## config.mk

```make
export PLATFORM = sky130hd
export DESIGN_NAME = div_unit
export DESIGN_NICKNAME = d
export VERILOG_FILES = /design/src/rtl/div_unit.sv
export SDC_FILE = /design/constraint.sdc
export NUM_CORES = 1
export LEC_CHECK = 0
export BUFFER_PORTS_ARGS = -buffer_cell sky130_fd_sc_hd__buf_2
export CAP_MARGIN = 20
export CORE_MARGIN = 2
export CORE_UTILIZATION = 60
export DETAILED_ROUTE_END_ITERATION = 10
export GPL_ROUTABILITY_DRIVEN = 0
export MAX_ROUTING_LAYER = met4
export PLACE_DENSITY = 0.89
export SETUP_SLACK_MARGIN = 0.2
export SYNTH_ARGS = -nofsm -noshare
export SYNTH_HDL_FRONTEND = slang
export SYNTH_SLANG_ARGS = --single-unit
```

## constraint.sdc

```tcl
create_clock -name clk -period 9.5 [get_ports clk]
set_input_delay 1.9 -clock clk [delete_from_list [all_inputs] [get_ports clk]]
set_output_delay 1.9 -clock clk [all_outputs]
set_load 0.1 [all_outputs]
```

## src/rtl/div_unit.sv

```systemverilog
// Multicycle 32-bit radix-2 restoring divider for MIPS div/divu: quotient to LO, remainder to HI.
// Optional build macro DIV_UNSIGNED_EN adds the is_unsigned port for divu support.
module div_unit (
    input  logic        clk,
    input  logic        reset,
`ifdef DIV_UNSIGNED_EN
    input  logic        is_unsigned,
`endif
    input  logic        start,
    input  logic [31:0] dividend,
    input  logic [31:0] divisor,
    output logic [31:0] div_low_data,
    output logic [31:0] div_high_data,
    output logic        busy,
    output logic        done,
    output logic        div_zero
);

    typedef enum logic [1:0] {S_IDLE, S_RUN, S_FIX, S_DONE} state_t;

    state_t      state_q, state_d;
    logic [31:0] rem_q, rem_d;
    logic [31:0] quo_q, quo_d;
    logic [31:0] dvs_q, dvs_d;
    logic [31:0] lo_q, lo_d;
    logic [31:0] hi_q, hi_d;
    logic [5:0]  cnt_q, cnt_d;
    logic        qneg_q, qneg_d;
    logic        rneg_q, rneg_d;
    logic        dz_q, dz_d;

    logic        uns;
    logic        a_neg, b_neg;
    logic [31:0] a_mag, b_mag;
    logic        fits;
    logic [31:0] diff;

`ifdef DIV_UNSIGNED_EN
    assign uns = is_unsigned;
`else
    assign uns = 1'b0;
`endif

    always_comb begin
        a_neg = ~uns & dividend[31];
        b_neg = ~uns & divisor[31];
        a_mag = a_neg ? (~dividend + 32'd1) : dividend;
        b_mag = b_neg ? (~divisor + 32'd1) : divisor;
    end

    // 33-bit trial subtract split into compare + low-word difference; the
    // difference is below the divisor whenever it is kept, so 32 bits suffice.
    always_comb begin
        fits = {rem_q, quo_q[31]} >= {1'b0, dvs_q};
        diff = {rem_q[30:0], quo_q[31]} - dvs_q;
    end

    always_comb begin
        state_d = state_q;
        rem_d   = rem_q;
        quo_d   = quo_q;
        dvs_d   = dvs_q;
        lo_d    = lo_q;
        hi_d    = hi_q;
        cnt_d   = cnt_q;
        qneg_d  = qneg_q;
        rneg_d  = rneg_q;
        dz_d    = dz_q;
        case (state_q)
            S_IDLE: begin
                if (start) begin
                    quo_d   = a_mag;
                    dvs_d   = b_mag;
                    rem_d   = '0;
                    cnt_d   = '0;
                    qneg_d  = a_neg ^ b_neg;
                    rneg_d  = a_neg;
                    dz_d    = 1'b0;
                    // A zero divisor passes through FIX so div_zero and done rise one edge later.
                    state_d = (divisor == '0) ? S_FIX : S_RUN;
                end
            end
            S_RUN: begin
                quo_d = {quo_q[30:0], fits};
                rem_d = fits ? diff : {rem_q[30:0], quo_q[31]};
                cnt_d = cnt_q + 6'd1;
                if (cnt_q == 6'd31) begin
                    state_d = S_FIX;
                end
            end
            S_FIX: begin
                if (dvs_q == '0) begin
                    dz_d = 1'b1;
                end else begin
                    lo_d = qneg_q ? (~quo_q + 32'd1) : quo_q;
                    hi_d = rneg_q ? (~rem_q + 32'd1) : rem_q;
                end
                state_d = S_DONE;
            end
            S_DONE: begin
                state_d = S_IDLE;
            end
            default: begin
                state_d = S_IDLE;
            end
        endcase
    end

    always_ff @(posedge clk) begin
        if (reset) begin
            state_q <= S_IDLE;
            rem_q   <= '0;
            quo_q   <= '0;
            dvs_q   <= '0;
            lo_q    <= '0;
            hi_q    <= '0;
            cnt_q   <= '0;
            qneg_q  <= 1'b0;
            rneg_q  <= 1'b0;
            dz_q    <= 1'b0;
        end else begin
            state_q <= state_d;
            rem_q   <= rem_d;
            quo_q   <= quo_d;
            dvs_q   <= dvs_d;
            lo_q    <= lo_d;
            hi_q    <= hi_d;
            cnt_q   <= cnt_d;
            qneg_q  <= qneg_d;
            rneg_q  <= rneg_d;
            dz_q    <= dz_d;
        end
    end

    assign div_low_data  = lo_q;
    assign div_high_data = hi_q;
    assign busy          = (state_q != S_IDLE);
    assign done          = (state_q == S_DONE);
    assign div_zero      = dz_q;

endmodule

```

==> reports/summary.txt <==
Buffers on Ports: 133
global-route wire length before repair: 48.11 mm
final net count: 1607
Root Buffer: sky130_fd_sc_hd__clkbuf_16
Post-synth EDFFs: 0
# rows: 49
critical path's largest stage delay: 0.56 ns
critical path capture point type: register
Hold/Removal Path Class: register to register
dominant cells by area after synthesis: sky130_fd_sc_hd__dfxtp_1, sky130_fd_sc_hd__xor2_1, sky130_fd_sc_hd__nand2_1
initial antenna violation count: 0
count of pins on the block boundary: 134
summed instance area of the synthesized netlist: 11060 um2
Crit path max-delay family: simple AND/OR/NAND/NOR gates
total setup buffers inserted after CTS: 0
number of H-tree branching levels: 4
RSZ-0062 raised after global routing: no
Clk pin slew, worst setup/hold paths: 0.07 ns
vias per std cell: 6.196
final routed DRC violation total: 0
Seq/Total Area, Yosys: 0.3094
Max Clock Freq: 240.0 MHz
classification of the worst setup path: input pin to register
clk sink count: 171
DR vias: 10770
Required @ worst endpoint: 9.82 ns
final period utilization: 0.4387
kind of start point of the critical path: input pin
worst skew pair latency: 0.44 ns
CP arrival: 4.49 ns
Post-Synthesis Net Count: 1532
worst reg2reg path startpoint: rem_q[5]$_SDFFE_PP0P_
growth of design area from synthesis to finish: 12.89%
pin count of the biggest net entering global routing: 116
setup TNS: 0 ns
most repeated cell in the gate-level netlist after synthesis: sky130_fd_sc_hd__nand2_1
Setup Viol. Count Final: 0
mean area per synthesized cell: 7.781 um2
Overall Global Routing Usage: 0.3041
reg-to-reg endpoint: rem_q[24]$_SDFFE_PP0P_
full die area: 19540 um2
unique cell type count in the Yosys netlist: 67
filler cell count in the final layout: 1419
worst slew pin tran: 1.039 ns
Synth Register Bits: 171
final HPWL from detailed placement: 20.75 mm
number of cells produced by synthesis: 1422
Die Ht: 139.8 um
maximum vdd ir drop: 257.5 uV
TritonCTS clock tree: yes
power density relative to cell area: 328.4 nW/um2
proportion of layout cells with a drive suffix above 1: 0.1278
Static Leakage: 5.111 nW
number of antenna cells inserted: 0
worst reg-to-reg path cell count: 10
area of the placeable core: 18020 um2
Final Hold Viols: 0
proportion of synthesized flip-flops having asynchronous set or reset: 0
worst slew slack as a fraction of its limit: 0.3065
Routed WL per cell: 16.66 um
total of max-cap violations: 0
portion of synthesized cell area occupied by the leading cell type: 0.3094
status: finished clean
number of nets with antenna violations after routing: 0
cell with the largest stage delay on the worst path: sky130_fd_sc_hd__or4_4
Initial DRT Pass Iterations: 6
worst-case clock skew: 0.01084 ns
largest fanout on the critical path: 5
final slew viol count: 0
CP Cell Sequence: buf_2 -> or4_4 -> or3_4 -> or4_4 -> or2_4 -> o41ai_4 -> xor2_1 -> a2111oi_1
most common flop cell mapped by yosys: sky130_fd_sc_hd__dfxtp_1
count of buffering cells on the critical path with inverters included: 1
source of the worst hold timing path: quo_q[13]$_SDFFE_PP0P_
cells resized by post-CTS repair: 0
final-layout worst hold slack: 0.4756 ns
DRT Wirelength: 28.97 mm
most instantiated cells after synthesis: sky130_fd_sc_hd__nand2_1, sky130_fd_sc_hd__dfxtp_1, sky130_fd_sc_hd__nor2_1
dominant cell type by area after synthesis: sky130_fd_sc_hd__dfxtp_1
number of hold buffers added after cts: 0
maximum count of clock buffers along a single path: 2
count of warnings emitted by yosys: 0
R2R setup slack: 6.18 ns
leftover overflow at the end of global routing: 0
horizontal die dimension: 139.8 um
cell repeated most along the worst path: sky130_fd_sc_hd__or4_4
starting density of the core: 0.6138
sink of the worst hold path: quo_q[13]$_SDFFE_PP0P_
Hold Path Cell Cnt: 2
number of violations reported at the end of detailed-routing iteration 0: 1225
post-layout minimum cycle time: 4.168 ns
TritonCTS buffer count: 17
number of global-route vias before repair: 9853
## sequential cells by signal, indices dropped and copies added, names as in the netlist
name,flops
rem_q,32
rneg_q,1
dvs_q,32
div_low_data,32
state_q,2
div_high_data,32
cnt_q,6
quo_q,32
qneg_q,1
div_zero,1
## layout make-up
class / count / area (um2) / area share
multi-input cells: 1110 / 7123 / 0.5703
flip-flops and latches: 171 / 3423 / 0.2741
repair buffers: 143 / 795.8 / 0.06371
clock buffers: 17 / 425.4 / 0.03406
well taps: 229 / 286.5 / 0.02294
clock inverters: 15 / 234.0 / 0.01873
inverters: 54 / 202.7 / 0.01623
## report_power, final
| group | internal [mW] | total (mW) | switching [mW] |
|---|---|---|---|
| sequential | 0.912 | 1.09 | 0.181 |
| combinational | 0.603 | 2.22 | 1.62 |
| clock | 0.472 | 0.785 | 0.312 |
| total | 1.99 | 4.10 | 2.11 |
## placed cells by master (no fill, tap or decap), drive strengths merged, types with 10 or more instances in the layout
master,n
nand3,20
mux2i,40
o211ai,16
nand2b,11
a211oi,90
and3,11
nor2,149
nand2,179
dfxtp,171
a21oi,70
or3,21
clkbuf,17
nor2b,10
nand4,12
o31ai,31
ha,42
a21o,11
xnor2,35
nor3,12
inv,60
o21ai,108
nor4,17
xor2,109
buf,143
o41ai,15
or4,18
## cell families (layout without fill, tap and decap cells)
| family | count (synthesis) | count (layout) | synth area share |
|---|---|---|---|
| XOR/XNOR | 144 | 144 | 0.1140 |
| flip-flops | 171 | 171 | 0.3094 |
| multiplexers | 41 | 41 | 0.03720 |
| AO/OA/AOI/OAI | 396 | 396 | 0.2377 |
| adder cells (fa/ha/maj) | 43 | 43 | 0.04930 |
| AND/OR/NAND/NOR | 486 | 486 | 0.2041 |
| buffers and inverters | 141 | 229 | 0.04829 |
## worst min-delay path: stages, from the launching register on
cell and delay, ns:
sky130_fd_sc_hd__dfxtp_1 0.33, sky130_fd_sc_hd__nand2_1 0.06, sky130_fd_sc_hd__a21oi_1 0.05
## per-stage QoR
| stage | util | worst slack [ns] | total power [mW] | std cells | instance area, um2 |
|---|---|---|---|---|---|
| finish | 0.6930 | 5.332 | 4.102 | 1739 | 12490 |
| global route | 0.6930 | 5.186 | 4.332 | 1739 | 12490 |
| CTS | 0.6888 | 5.337 | 4.061 | 1736 | 12420 |
| detailed placement | 0.6522 | 4.880 | 3.271 | 1704 | 11760 |
| global placement | 0.6522 | 4.989 | 3.220 | 1704 | 11760 |
| floorplan | - | 5.169 | 2.849 | 1422 | 11060 |
## worst max path at each step
stage	slack [ns]	from	depth (start not counted)	endpoint
finish	5.33	dividend[8]	8	quo_q[29]$_SDFFE_PP0P_
global route	5.19	dividend[8]	9	quo_q[28]$_SDFFE_PP0P_
detailed placement	4.88	dividend[8]	8	quo_q[29]$_SDFFE_PP0P_
floorplan	5.17	dividend[8]	7	quo_q[29]$_SDFFE_PP0P_
CTS	5.34	dividend[8]	8	quo_q[29]$_SDFFE_PP0P_
global placement	4.99	dividend[8]	8	quo_q[29]$_SDFFE_PP0P_
## metal layers
| metal | GRT usage | share of wire | vias to the layer above |
|---|---|---|---|
| met5 | - | 0 | - |
| met4 | 0.1158 | 0.031 | 0 |
| met3 | 0.06986 | 0.076 | 79 |
| met2 | 0.4796 | 0.47 | 466 |
| met1 | 0.3805 | 0.42 | 4983 |
| li1 | - | - | 5246 |
No activity file was read; power rests on OpenSTA's default activity.
